===== config.mk =====
export PLATFORM = sky130hd
export DESIGN_NAME = cmos_rgb565_capture_flat
export DESIGN_NICKNAME = d
export VERILOG_FILES = /design/src/rtl/cmos_rgb565_capture_if.sv /design/src/rtl/cmos_rgb565_capture.sv /design/src/flat_wrapper.sv
export SDC_FILE = /design/constraint.sdc
export NUM_CORES = 1
export LEC_CHECK = 0
export ABC_AREA = 1
export BUFFER_PORTS_ARGS = -buffer_cell sky130_fd_sc_hd__buf_2
export CELL_PAD_IN_SITES_DETAIL_PLACEMENT = 0
export CELL_PAD_IN_SITES_GLOBAL_PLACEMENT = 1
export CORE_MARGIN = 4
export CORE_UTILIZATION = 40
export CTS_BUF_LIST = sky130_fd_sc_hd__clkbuf_8 sky130_fd_sc_hd__clkbuf_16
export DETAILED_ROUTE_END_ITERATION = 8
export PLACE_DENSITY_LB_ADDON = 0.3
export SKIP_LAST_GASP = 1
export SYNTH_ARGS = -nofsm -noshare
export SYNTH_HDL_FRONTEND = slang
export SYNTH_SLANG_ARGS = --single-unit

===== constraint.sdc =====
create_clock -name cmos_pclk -period 4.5 [get_ports cmos_pclk]
set_clock_uncertainty 0.05 [all_clocks]
set_input_delay 0.675 -clock cmos_pclk [delete_from_list [all_inputs] [get_ports cmos_pclk]]
set_output_delay 0.675 -clock cmos_pclk [all_outputs]
set_load 0.01 [all_outputs]

===== src/rtl/cmos_rgb565_capture_if.sv =====
// Pixel bus from the CMOS capture stage to the colour-space converter.
// Master drives pixel, qualifiers and coordinates; there is no ready path.
interface cmos_rgb565_capture_if;
    logic [15:0] rgb_out;
    logic        rgb_data_valid;
    logic        rgb_fram_valid;
    logic [10:0] pix_x;
    logic [10:0] pix_y;

    modport master (
        output rgb_out, rgb_data_valid, rgb_fram_valid, pix_x, pix_y
    );

    modport slave (
        input rgb_out, rgb_data_valid, rgb_fram_valid, pix_x, pix_y
    );
endinterface


===== src/rtl/cmos_rgb565_capture.sv =====
// Pairs sensor bytes into RGB565 pixels after a settle period; pixel out 3 edges after its first byte.
// No back-pressure: every strobe must be taken; at most one pixel per two cycles.
module cmos_rgb565_capture #(
    parameter int SKIP_FRAMES = 10,
    parameter int H_ACTIVE    = 640,
    parameter int V_ACTIVE    = 480
) (
    input  logic                         cmos_pclk,
    input  logic                         rst_n,
    input  logic                         cmos_vsync,
    input  logic                         cmos_href,
    input  logic [7:0]                   cmos_data,
    cmos_rgb565_capture_if.master        pix_bus,
    output logic                         line_err,
    output logic                         frame_err
);
    localparam int             SW      = (SKIP_FRAMES > 1) ? $clog2(SKIP_FRAMES + 1) : 1;
    localparam logic [SW-1:0]  SKIP_N  = SW'(SKIP_FRAMES);
    localparam logic [10:0]    CNT_MAX = 11'd2047;
    localparam logic [10:0]    H_N     = 11'(H_ACTIVE);
    localparam logic [10:0]    V_N     = 11'(V_ACTIVE);

    typedef enum logic [1:0] {SETTLE, ACTIVE, IDLE} state_t;

    state_t       state, state_nxt;
    logic         vs_d, vs_d2, hr_d, hr_d2;
    logic [7:0]   dat_d, hi_byte;
    logic         phase;
    logic [SW-1:0] skip_cnt;
    logic [10:0]  col_cnt, row_cnt;
    logic         vs_fall, vs_rise, hr_fall, skip_inc, enter_active, pair_en;

    assign vs_fall      = vs_d2 & ~vs_d;
    assign vs_rise      = ~vs_d2 & vs_d;
    assign hr_fall      = hr_d2 & ~hr_d;
    assign enter_active = (state != ACTIVE) && (state_nxt == ACTIVE);
    // The cycle that sees vsync rise already belongs to the blanking: nothing is strobed.
    assign pair_en      = (state == ACTIVE) && !vs_rise;

    assign pix_bus.rgb_fram_valid = (state == ACTIVE);

    always_ff @(posedge cmos_pclk or negedge rst_n) begin
        if (!rst_n) begin
            vs_d  <= 1'b0;
            vs_d2 <= 1'b0;
            hr_d  <= 1'b0;
            hr_d2 <= 1'b0;
            dat_d <= 8'd0;
        end else begin
            vs_d  <= cmos_vsync;
            vs_d2 <= vs_d;
            hr_d  <= cmos_href;
            hr_d2 <= hr_d;
            dat_d <= cmos_data;
        end
    end

    always_ff @(posedge cmos_pclk or negedge rst_n) begin
        if (!rst_n) begin
            state    <= SETTLE;
            skip_cnt <= '0;
        end else begin
            state <= state_nxt;
            if (skip_inc) skip_cnt <= skip_cnt + 1'b1;
        end
    end

    always_comb begin
        state_nxt = state;
        skip_inc  = 1'b0;
        case (state)
            SETTLE: if (vs_fall) begin
                if (skip_cnt == SKIP_N) state_nxt = ACTIVE;
                else                    skip_inc  = 1'b1;
            end
            ACTIVE:  if (vs_rise) state_nxt = IDLE;
            IDLE:    if (vs_fall) state_nxt = ACTIVE;
            default: state_nxt = SETTLE;
        endcase
    end

    always_ff @(posedge cmos_pclk or negedge rst_n) begin
        if (!rst_n) begin
            pix_bus.rgb_out        <= 16'd0;
            pix_bus.rgb_data_valid <= 1'b0;
            pix_bus.pix_x          <= 11'd0;
            pix_bus.pix_y          <= 11'd0;
            hi_byte                <= 8'd0;
            phase                  <= 1'b0;
            col_cnt                <= 11'd0;
            row_cnt                <= 11'd0;
            line_err               <= 1'b0;
            frame_err              <= 1'b0;
        end else begin
            pix_bus.rgb_data_valid <= 1'b0;
            if (enter_active) begin
                phase   <= 1'b0;
                col_cnt <= 11'd0;
                row_cnt <= 11'd0;
            end else if (pair_en) begin
                if (!hr_d) begin
                    phase <= 1'b0;
                    if (hr_fall) begin
                        col_cnt <= 11'd0;
                        if (row_cnt != CNT_MAX) row_cnt <= row_cnt + 11'd1;
                        // A dangling high byte is dropped but still marks the line bad.
                        if ((col_cnt != H_N) || phase) line_err <= 1'b1;
                    end
                end else if (!phase) begin
                    hi_byte <= dat_d;
                    phase   <= 1'b1;
                end else begin
                    pix_bus.rgb_out        <= {hi_byte, dat_d};
                    pix_bus.rgb_data_valid <= 1'b1;
                    pix_bus.pix_x          <= col_cnt;
                    pix_bus.pix_y          <= row_cnt;
                    if (col_cnt != CNT_MAX) col_cnt <= col_cnt + 11'd1;
                    phase <= 1'b0;
                end
            end else begin
                phase <= 1'b0;
            end

            if ((state == ACTIVE) && vs_rise && (row_cnt != V_N)) frame_err <= 1'b1;
        end
    end
endmodule

===== src/flat_wrapper.sv =====
// flat-port wrapper written by rule: the top's interface ports become plain ports
module cmos_rgb565_capture_flat 
#(
    parameter int SKIP_FRAMES = 10,
    parameter int H_ACTIVE    = 640,
    parameter int V_ACTIVE    = 480
)
  (cmos_pclk, rst_n, cmos_vsync, cmos_href, cmos_data, line_err, frame_err, pix_bus_rgb_out, pix_bus_rgb_data_valid, pix_bus_rgb_fram_valid, pix_bus_pix_x, pix_bus_pix_y);
  cmos_rgb565_capture_if pix_bus_i ();
  input  logic cmos_pclk;
  input  logic rst_n;
  input  logic cmos_vsync;
  input  logic cmos_href;
  input  logic [7:0] cmos_data;
  output logic line_err;
  output logic frame_err;
  output wire logic [$bits(pix_bus_i.rgb_out)-1:0] pix_bus_rgb_out;
  output wire logic [$bits(pix_bus_i.rgb_data_valid)-1:0] pix_bus_rgb_data_valid;
  output wire logic [$bits(pix_bus_i.rgb_fram_valid)-1:0] pix_bus_rgb_fram_valid;
  output wire logic [$bits(pix_bus_i.pix_x)-1:0] pix_bus_pix_x;
  output wire logic [$bits(pix_bus_i.pix_y)-1:0] pix_bus_pix_y;
  assign pix_bus_rgb_out = pix_bus_i.rgb_out;
  assign pix_bus_rgb_data_valid = pix_bus_i.rgb_data_valid;
  assign pix_bus_rgb_fram_valid = pix_bus_i.rgb_fram_valid;
  assign pix_bus_pix_x = pix_bus_i.pix_x;
  assign pix_bus_pix_y = pix_bus_i.pix_y;
  cmos_rgb565_capture #(.SKIP_FRAMES(SKIP_FRAMES), .H_ACTIVE(H_ACTIVE), .V_ACTIVE(V_ACTIVE)) u_core (.cmos_pclk(cmos_pclk), .rst_n(rst_n), .cmos_vsync(cmos_vsync), .cmos_href(cmos_href), .cmos_data(cmos_data), .pix_bus(pix_bus_i), .line_err(line_err), .frame_err(frame_err));
endmodule

# Word level (Yosys, flattened, before mapping)
# Cells that the tools add are included.
[op_classes] bitwise_logic=8 add_sub_neg=3 mux=27 eq_ne=12 reduce_logical=16
[op_table] cell="2-to-1 mux 11 bit" n=11
[op_table] cell="adder 11 x 1 -> 11 bit, second input constant" n=2
[op_table] cell="inequality test 11 bit, second input constant" n=2
[op_table] cell="AND reduction 4 bit" n=4
[op_table] cell="2-to-1 mux 1 bit" n=11
[op_table] cell="inequality test 11 x 10 -> 1 bit, second input constant" n=1
[op_table] cell="inequality test 11 x 9 -> 1 bit, second input constant" n=1
[op_table] cell="2-to-1 mux 2 bit" n=4
[op_table] cell="inequality test 3 bit, second input constant" n=2
[op_table] cell="one-hot mux 2 bit (3 select lines)" n=1
[op_table] cell="nonzero test 2 bit" n=3
[op_table] cell="inverter 1 bit" n=5
[op_table] cell="AND reduction 5 bit" n=1
[op_table] cell="adder 4 x 1 -> 4 bit, second input constant" n=1
[op_table] cell="== test 2 x 1 -> 1 bit, second input constant" n=2
[op_table] cell="== test 4 bit, second input constant" n=1
[op_table] cell="logical AND 1 bit" n=4
[op_table] cell="bitwise AND 1 bit" n=3
[op_table] cell="nonzero test 3 bit" n=1
[op_table] cell="== test 2 bit, second input constant" n=1
[op_table] cell="logical NOT 2 bit" n=1
[op_table] cell="inequality test 2 x 1 -> 1 bit, second input constant" n=1
[op_table] cell="inequality test 2 bit, second input constant" n=1
[op_table] cell="logical NOT 1 bit" n=1
[op_table] cell="logical OR 1 bit" n=1
[totals] elab_cells=83 reg_bits=90 in_bits=12 output_inout_bits=42

# Longest topological paths before layout
# Gate-level depths: netlist of run 1.
[depth] depth_word=8 ltp_mapped=10

# Worst setup path before layout of run 1
# No wires, ideal clock.
[synth_timing] path_type="flip-flop to flip-flop" start="reg u_core.skip_cnt[0]" end="reg u_core.col_cnt[0]" path_slack_ns=2.899 t_required_ns=4.333 path_stages_with_launch=11 path_buffers=2 period_less_slack_ns=1.601 t_arrival_ns=1.434 cell_sequence="dfrtp_1 -> inv_1 -> ha_1 -> nand2_1 -> nor2_1 -> o211ai_2 -> buf_4 -> nand2_8 -> buf_8 -> nand3_1 -> nand2_1"
[synth_via] elab_chain_cells=8 word_cells_on_any_way=12
[synth_rtl] element="start, declared" line="cmos_rgb565_capture.sv:29" source="logic [SW-1:0] skip_cnt;"
[synth_rtl] element="start signal, assigned" line="cmos_rgb565_capture.sv:64" source="if (skip_inc) skip_cnt <= skip_cnt + 1'b1;"
[synth_rtl] element="== test 4 bit (*)" line="cmos_rgb565_capture.sv:73" source="if (skip_cnt == SKIP_N) state_nxt = ACTIVE;"
[synth_rtl] element="2-to-1 mux 2 bit (*)" line="cmos_rgb565_capture.sv:73"
[synth_rtl] element="2-to-1 mux 2 bit (*)" line="cmos_rgb565_capture.sv:72" source="SETTLE: if (vs_fall) begin"
[synth_rtl] element="one-hot mux 2 bit (3 select lines) (*)" line="cmos_rgb565_capture.sv:71" source="case (state)"
[synth_rtl] element="== test 2 x 1 -> 1 bit (*)" line="cmos_rgb565_capture.sv:36" source="assign enter_active = (state != ACTIVE) && (state_nxt == ACTIVE);"
[synth_rtl] element="logical AND 1 bit (*)" line="cmos_rgb565_capture.sv:36"
[synth_rtl] element="inequality test 3 bit (no line), or another cell as far along"
[synth_rtl] element="AND reduction 4 bit (no line)"
[synth_rtl] element="end signal, assigned" line="cmos_rgb565_capture.sv:117" source="if (col_cnt != CNT_MAX) col_cnt <= col_cnt + 11'd1;"
[synth_rtl] element="end, declared" line="cmos_rgb565_capture.sv:30" source="logic [10:0] col_cnt, row_cnt;"
# Every way passes the cells marked *; elsewhere a longest branch is shown, timed or not.
# A chain may end at the register's enable or synchronous reset.

# Worst setup path after layout of run 1
[layout_timing] start="reg u_core.skip_cnt[0]" end="reg u_core.col_cnt[9]"
# The elaborated chain is that of the path after synthesis.

==> metrics.cfg, run 1 <==
[run_status]
status = completed

[clock_network]
ctsResizeCount = 0
insertion_delay_ns = 0.37
cts_max_path_buffers = 2
htreeDepth = 3
clk_pin_slew_ns = 0.09
cts-root-buf = clkbuf_8
cts_buffers = 9
cts_tree = yes
post-cts-setup-buffers = 0
hold_buffers = 0
cts.sinks = 90

[die]
start_util = 0.411
num_rows = 36
fp.coreArea_mm2 = 0.00977
num_io_pins = 54
dieArea_mm2 = 0.0117
dieWidth_um = 108
dieHeight_um = 108

[finish]
final_cells = 637
nNetsFinal = 517
antenna_cells = 0
final_layout_size_suffix_gt1_frac = 0.177
area_growth_pct = 12.5

[sta]
maxSlewHeadroom = 0.366
rsz0062_at_grt = no
fin_crit_ns = 2.35
finalSetupTns_ns = 0
timing.fmax_mhz = 426
period_share = 0.521
finalHoldViolCount = 0
setup_viol = 0
drv_slew = 0
tightest_slew_ns = 0.950

[synthesis]
synth_cell_types = 34
synthTopCellsByArea = dfrtp_1, nand2_1, o21ai_0
ys_top_cells_by_count = nand2_1, dfrtp_1, inv_1, o21ai_0, nand3_1
synth_top_area_frac = 0.560
syn_area_per_cell_um2 = 8.95
ys.flop_type = dfrtp_1
synth_edf_count = 0
yosysWarnings = 0
async_flop_share = 1.00
synth_fp_nets = 467
syn_area_mm2 = 0.00402
ys_ff_latch = 90
syn-instance-count = 449
yosysMostFrequentCell = nand2_1
yosysTopAreaCell = dfrtp_1
ys_seq_area_frac = 0.560

[drt]
wire_per_inst_um = 13.1
wl_um = 8370
num_vias = 3034
antenna_left = 0
viasPerCell = 4.76
drt_first_pass_iters = 4
dr.first_iter.drc_count = 203
drc = 0

[place]
hpwl_um = 5840
post-place-cells = 621
portBuffers = 53
place.gp.congestion = 0.807

[global_routing]
grt_max_degree = 69
antenna_found_initial = 0
grt_overflow_total = 0
grt_pass1_wl_um = 14600
track_usage = 0.159
grt_pass1_vias = 2968

[worst_setup_path]
critPathLaunchType = flop
required_ns = 4.77
worstSetupEndpointType = flop
critPathKind = reg2reg
crit_fanout = 13
cp.arrival_ns = 2.61

[pwr]
cellPowerDensity_mw_per_mm2 = 366
peakVddDrop_uv = 212
p_leak_nw = 2.33

[run]
maxCapViolations = 0

[worst_hold_path]
hold_path_class = in2async

-- layout make-up --
class,count,area [um2]
flip-flops and latches,90,2250
clock inverters,7,46.3
multi-input cells,294,1470
inverters,50,189
repair buffers,54,275
well taps,133,166
clock buffers,9,124
fillers,976,5250
-- per-layer routing --
layer  wire length [um]  vias up  track usage
met3                436        4       0.0543
li1                   -     1551            -
met1               4070     1413        0.220
met5                  0        -            0
met4                 70        0       0.0433
met2               3800       66        0.238
-- cells in the final DEF (no fill, tap or decap), types with 3 or more instances in the layout --
master / synthesis / final
nand2_1: 129 / 129
nand2_2: 3 / 3
dfrtp_1: 90 / 90
ha_1: 6 / 6
clkbuf_8: 0 / 9
inv_2: 3 / 3
nor3_1: 6 / 6
o21ai_0: 39 / 39
nand4_1: 14 / 14
nand3_1: 34 / 34
inv_1: 46 / 48
xor2_1: 6 / 6
buf_2: 3 / 52
nor2_1: 23 / 23
o21ai_1: 15 / 15
nor2_4: 3 / 3
-- worst max-delay path: stages, from the launching register on --
cell and delay [ns]:
dfrtp_1 0.38, inv_1 0.08, ha_1 0.21, nand2_1 0.07, nor2_1 0.04, o211ai_2 0.64, nand3_2 0.40, nand2_2 0.28
nand2_1 0.08, nand2_1 0.07
-- final timing paths --
path,start,slack [ns],cells after the start,endpoint
worst max-delay path,u_core.skip_cnt[0],2.15,9,u_core.col_cnt[9]
max in group asynchronous,rst_n,3.18,2,u_core.skip_cnt[0]
min in group cmos_pclk,cmos_data[5],0.35,1,u_core.dat_d[5]
worst min register to register,u_core.vs_d,0.36,0,u_core.vs_d2
worst min-delay path,rst_n,0.22,1,u_core.dat_d[5]
worst max register to register,u_core.skip_cnt[0],2.15,9,u_core.col_cnt[9]
-- through the flow --
stage                     power, mW  hold WS (ns)  setup WS, ns   util  cell area, um2
after floorplan                1.11         0.325          2.90      -            4020
after global placement         1.18         0.337          2.21  0.445            4350
after detailed placement       1.19         0.342          2.13  0.445            4350
after CTS                      1.69         0.226          2.10  0.463            4520
after global routing           1.77         0.251          1.95  0.463            4520
final                          1.66         0.221          2.15  0.463            4520
-- flip-flops by register name (all words and copies together), names as in the netlist --
name,count
u_core.col_cnt,11
u_core.dat_d,8
u_core.frame_err,1
u_core.hi_byte,8
u_core.hr_d,1
u_core.hr_d2,1
u_core.line_err,1
u_core.phase,1
u_core.pix_bus.pix_x,11
u_core.pix_bus.pix_y,11
u_core.pix_bus.rgb_data_valid,1
u_core.pix_bus.rgb_out,16
u_core.row_cnt,11
u_core.skip_cnt,4
u_core.state,2
u_core.vs_d,1
u_core.vs_d2,1
-- kinds of logic (layout without fill, tap and decap cells) --
group | after synthesis | count (layout) | synth area share
AO/OA/AOI/OAI | 60 | 60 | 0.0787
AND/OR/NAND/NOR | 221 | 221 | 0.253
adder cells (fa/ha/maj) | 6 | 6 | 0.0187
XOR/XNOR | 7 | 7 | 0.0153
buffers and inverters | 65 | 120 | 0.0741
flip-flops | 90 | 90 | 0.560
-- where the power goes --
part	switching [mW]	leakage (nW)	internal, mW
clock	0.291	0.0926	0.200
combinational	0.143	1.03	0.0802
sequential	0.0603	1.21	0.881
No activity file was read; power rests on OpenSTA's default activity.
==> run 2, diff against run 1 <==
==> constraint.sdc (replaced) <==
create_clock -name cmos_pclk -period 2.35 [get_ports cmos_pclk]
set_clock_uncertainty 0.05 [all_clocks]
set_input_delay 0.3525 -clock cmos_pclk [delete_from_list [all_inputs] [get_ports cmos_pclk]]
set_output_delay 0.3525 -clock cmos_pclk [all_outputs]
set_load 0.01 [all_outputs]
==> metrics.cfg, run 2 (synthesized netlist as in run 1, its figures left out) <==
[run_status]
status = completed

[clock_network]
clk_pin_slew_ns = 0.09
cts_tree = yes
ctsResizeCount = 0
cts.sinks = 90
htreeDepth = 3
cts_max_path_buffers = 2
insertion_delay_ns = 0.36
cts_buffers = 9
cts-root-buf = clkbuf_8
post-cts-setup-buffers = 0

[sta]
finalSetupTns_ns = 0
fin_crit_ns = 1.97
period_share = 0.840
setup_viol = 0
finalHoldViolCount = 0
drv_slew = 0
fin_hold_ws_ns = 0.0500
rsz0062_at_grt = no
fin_ws_ns = 0.376
timing.fmax_mhz = 507
tightest_slew_ns = 0.913
maxSlewHeadroom = 0.391

[worst_setup_path]
worstSetupEndpointType = flop
crit_fanout = 11
critPathKind = reg2reg
r2r_start = u_core.col_cnt[0]
required_ns = 2.59
crit_path_start = u_core.col_cnt[0]
rrSetupSlack_ns = 0.38
cp.arrival_ns = 2.22
critPathLaunchType = flop

[drt]
drt_first_pass_iters = 4
drc = 0
wire_per_inst_um = 13.0
viasPerCell = 4.79
wl_um = 8350
antenna_left = 0
dr.first_iter.drc_count = 149
num_vias = 3072

[finish]
final_cell_mix = nand2_1, dfrtp_1, buf_2, inv_1, o21ai_0
final_common_cell = nand2_1
largest_reg_flops = 16
area_growth_pct = 15.5
regMostFlops = u_core.pix_bus.rgb_out
final_layout_size_suffix_gt1_frac = 0.187
antenna_cells = 0
nNetsFinal = 522
fillers = 974

[global_routing]
grt_max_degree = 69
antenna_found_initial = 0
top_usage_layer = met2
met2_usage = 0.234
grt_pass1_wl_um = 14600
grt_overflow_total = 0
use_met1 = 0.223
grt_pass1_vias = 3025
track_usage = 0.158
grtUsageMet3 = 0.0519

[place]
portBuffers = 53
place.gp.congestion = 0.822
hpwl_um = 5950
post-place-ws_ns = 0.352

[die]
num_rows = 36
dieWidth_um = 108
start_util = 0.411
dieHeight_um = 108
dieArea_mm2 = 0.0117
fp.coreArea_mm2 = 0.00977
num_io_pins = 54

[worst_hold_path]
hold_path_class = in2reg
min_from = cmos_data[5]

[pwr]
peakVddDrop_uv = 395
cellPowerDensity_mw_per_mm2 = 751
p_leak_nw = 2.38

[run]
maxCapViolations = 0

==> run 2: report_power, final <==
group	switching, mW	leakage [nW]	internal, mW
sequential	0.122	1.21	1.69
combinational	0.285	1.05	0.164
clock	0.564	0.116	0.663
==> run 2: critical path, stage by stage (launching register included) <==
cell and delay, ns:
dfrtp_1 0.49, ha_1 0.23, inv_1 0.09, nor2_4 0.15
nand4_1 0.13, nor2_1 0.13, nand3_2 0.23, nand2_2 0.28
nand2_1 0.07, nand2_1 0.06
==> run 2: per-stage QoR <==
| stage | power (mW) | cells | utilization | instance area (um2) |
|---|---|---|---|---|
| floorplan | 2.13 | 449 | - | 4020 |
| finish | 3.49 | 642 | 0.475 | 4640 |
| global route | 3.70 | 642 | 0.475 | 4640 |
| detailed placement | 2.29 | 625 | 0.450 | 4400 |
| CTS | 3.54 | 642 | 0.475 | 4640 |
| global placement | 2.28 | 625 | 0.450 | 4400 |
==> run 2: per-layer routing <==
metal | vias to the layer above | routed length [um]
li1 | 1547 | -
met1 | 1445 | 4170
met2 | 71 | 3580
met3 | 9 | 498
met4 | 0 | 99
met5 | - | 0
==> run 2: worst paths after layout <==
| kind | endpoint | depth (start not counted) |
|---|---|---|
| worst min register to register | u_core.vs_d2 | 0 |
| max in group asynchronous | u_core.pix_bus.rgb_data_valid | 3 |
| worst max register to register | u_core.col_cnt[9] | 9 |
| worst max-delay path | u_core.col_cnt[9] | 9 |
| min in group asynchronous | u_core.pix_bus.rgb_out[5] | 2 |
| worst min-delay path | u_core.dat_d[5] | 1 |
==> run 2: timing repair <==
item	4_1_cts	5_1_grt
setup endpoints to repair	0	0
hold buffers	1	0
hold endpoints to repair	36	0
==> run 2: final cells by class <==
cell class | count | area [um2] | area share
flip-flops and latches | 90 | 2250 | 0.485
multi-input cells | 294 | 1470 | 0.317
repair buffers | 59 | 328 | 0.0706
inverters | 50 | 189 | 0.0407
well taps | 133 | 166 | 0.0358
clock buffers | 11 | 151 | 0.0326
clock inverters | 5 | 85.1 | 0.0183
==> run 3, diff against run 2 <==
--- a/config.mk
+++ b/config.mk
@@ -5,7 +5,7 @@
 export SDC_FILE = /design/constraint.sdc
 export NUM_CORES = 1
 export LEC_CHECK = 0
-export ABC_AREA = 1
+export ABC_AREA = 0
 export BUFFER_PORTS_ARGS = -buffer_cell sky130_fd_sc_hd__buf_2
 export CELL_PAD_IN_SITES_DETAIL_PLACEMENT = 0
 export CELL_PAD_IN_SITES_GLOBAL_PLACEMENT = 1
==> constraint.sdc (replaced) <==
create_clock -name cmos_pclk -period 2.1 [get_ports cmos_pclk]
set_clock_uncertainty 0.05 [all_clocks]
set_input_delay 0.315 -clock cmos_pclk [delete_from_list [all_inputs] [get_ports cmos_pclk]]
set_output_delay 0.315 -clock cmos_pclk [all_outputs]
set_load 0.01 [all_outputs]
==> metrics.cfg, run 3 <==
[clock_network]
cts_max_path_buffers = 2
insertion_delay_ns = 0.37
cts_buffers = 9
cts.sinks = 90
htreeDepth = 3
cts-root-buf = clkbuf_8
clk_pin_slew_ns = 0.09
cts_tree = yes

[place]
post-place-cells = 563
post-place-ws_ns = 0.215
hpwl_um = 5940
place.gp.congestion = 0.839
portBuffers = 53

[pwr]
netSwitchingFraction = 0.276
cellPowerDensity_mw_per_mm2 = 847
switchingPower_mw = 1.10
p_int_mw = 2.90
p_comb_frac = 0.152
p_total_mw = 4.01
peakVddDrop_uv = 571
seqPwrFrac = 0.514
power_frac_clock = 0.334
p_leak_nw = 2.38

[die]
fp.coreArea_mm2 = 0.00933
dieWidth_um = 106
num_rows = 35
dieHeight_um = 106
dieArea_mm2 = 0.0113
start_util = 0.414
num_io_pins = 54

[synthesis]
syn_area_mm2 = 0.00387
syn-instance-count = 376
synth_top_area_frac = 0.583
ys_top_cells_by_count = nand2_1, dfrtp_1, nand3_1, buf_2, mux2_2
ys_seq_area_frac = 0.583
yosysMostFrequentCell = nand2_1
synth_fp_nets = 394
synth_edf_count = 0
yosysWarnings = 0
synth_cell_types = 56
ys.flop_type = dfrtp_1
ys_ff_latch = 90
syn_area_per_cell_um2 = 10.3
async_flop_share = 1.00
synthTopCellsByArea = dfrtp_1, nand2_1, mux2_2
yosysTopAreaCell = dfrtp_1

[worst_setup_path]
critPathKind = reg2reg
required_ns = 2.34
cp.arrival_ns = 2.12
cpPeakStageDelay_ns = 0.42
worstSetupEndpointType = flop
critPathLaunchType = flop
cp_slowest_cell = dfrtp_1
crit_chain = inv_1 > ha_1 > and3b_1 > o211ai_1 > buf_12 > a2111oi_2 > mux2i_1
crit_fanout = 23

[sta]
finalHoldViolCount = 0
setup_viol = 0
timing.fmax_mhz = 530
fin_hold_ws_ns = 0.0245
period_share = 0.898
tightest_slew_ns = 0.578
rsz0062_at_grt = no
finalSetupTns_ns = 0
drv_slew = 0
maxSlewHeadroom = 0.609
fin_ws_ns = 0.215
fin_crit_ns = 1.89

[drt]
num_vias = 2991
drt_first_pass_iters = 4
wire_per_inst_um = 14.8
antenna_left = 0
dr.first_iter.drc_count = 105
drc = 0
viasPerCell = 5.08
wl_um = 8750

[finish]
largest_reg_flops = 16
final_layout_size_suffix_gt1_frac = 0.243
final_cell_mix = nand2_1, dfrtp_1, buf_2, buf_4, nand3_1
final_common_cell = nand2_1
final_cells = 589
fillers = 848
regMostFlops = u_core.pix_bus.rgb_out
nNetsFinal = 473
area_growth_pct = 22.4
antenna_cells = 0

[global_routing]
grt_max_degree = 42
antenna_found_initial = 0
grt_pass1_vias = 2954
grt_pass1_wl_um = 14800
grt_overflow_total = 0
track_usage = 0.166

[worst_hold_path]
hold_path_class = in2reg

[run_status]
status = completed

[run]
maxCapViolations = 0

## run 3: cell count changes in the layout (fill, tap and decap cells not counted), moves of 7 or more
cell           change
buf_4             +15
dlygate4sd3_1      +9
mux2i_1            +7
o31ai_1            +7
o21ai_1           -15
o21ai_0           -32
inv_1             -38
mux2_2            +10
nand3_1           -20
nand4_1           -10
nor2_1            -17
## run 3: worst paths after layout
check / start / endpoint / slack, ns / cells past startpoint
min: cmos_href / u_core.hr_d / 0.02 / 1
min reg2reg: u_core.hi_byte[1] / u_core.pix_bus.rgb_out[9] / 0.42 / 2
max: u_core.skip_cnt[0] / u_core.col_cnt[9] / 0.21 / 7
max reg2reg: u_core.skip_cnt[0] / u_core.col_cnt[9] / 0.21 / 7
max in group asynchronous: rst_n / u_core.phase / 0.98 / 3
min in group asynchronous: rst_n / u_core.dat_d[7] / 0.43 / 2
## run 3: critical path: cells and delay by family, from the launching register on
kind                     cells  cell delay [ns]
buffers and inverters        2             0.26
multiplexers                 1             0.23
adder cells (fa/ha/maj)      1             0.16
flip-flops                   1             0.42
AO/OA/AOI/OAI                2             0.46
AND/OR/NAND/NOR              1             0.21
## run 3: final cells by class
class,instances,area [um2],share of cell area
Clock buffer,9,124,0.0262
Clock inverter,7,103,0.0217
Timing Repair Buffer,84,551,0.116
Tap cell,129,161,0.0341
Inverter,9,33.8,0.00714
Sequential cell,90,2250,0.476
Multi-Input combinational cell,261,1510,0.319
## run 3: power by group through the flow
stage               clock [mW]  sequential [mW]  combinational, mW
global placement             0             2.08              0.587
detailed placement           0             2.09              0.611
finish                    1.34             2.06              0.611
CTS                       1.37             2.06              0.626
floorplan                    0             2.09              0.355
global route              1.45             2.09              0.696
## run 3: stage by stage
step / area [um2] / utilization
2_1_floorplan: 3870 / -
3_3_place_gp: 4410 / 0.472
3_5_place_dp: 4410 / 0.472
4_1_cts: 4730 / 0.507
5_1_grt: 4730 / 0.507
6_report: 4730 / 0.507
## run 3: layer usage
metal | part of all wire | vias up | global-route usage
met4 | 0.019 | 0 | 0.0694
met5 | 0 | - | 0
met3 | 0.045 | 12 | 0.0340
met1 | 0.46 | 1447 | 0.220
met2 | 0.47 | 80 | 0.265
li1 | - | 1452 | -
## run 3: kinds of logic (layout without fill, tap and decap cells)
family	count (synthesis)	in the layout	share of synthesized area
buffers and inverters	25	109	0.0275
AND/OR/NAND/NOR	194	194	0.241
flip-flops	90	90	0.583
multiplexers	17	17	0.0473
AO/OA/AOI/OAI	42	42	0.0780
XOR/XNOR	2	2	0.00453
adder cells (fa/ha/maj)	6	6	0.0194
## run 3: repair_timing
item	4_1_cts	5_1_grt
setup buffers	0	0
endpoints found under the hold margin	45	0
hold buffers	10	0
resized for setup	0	0
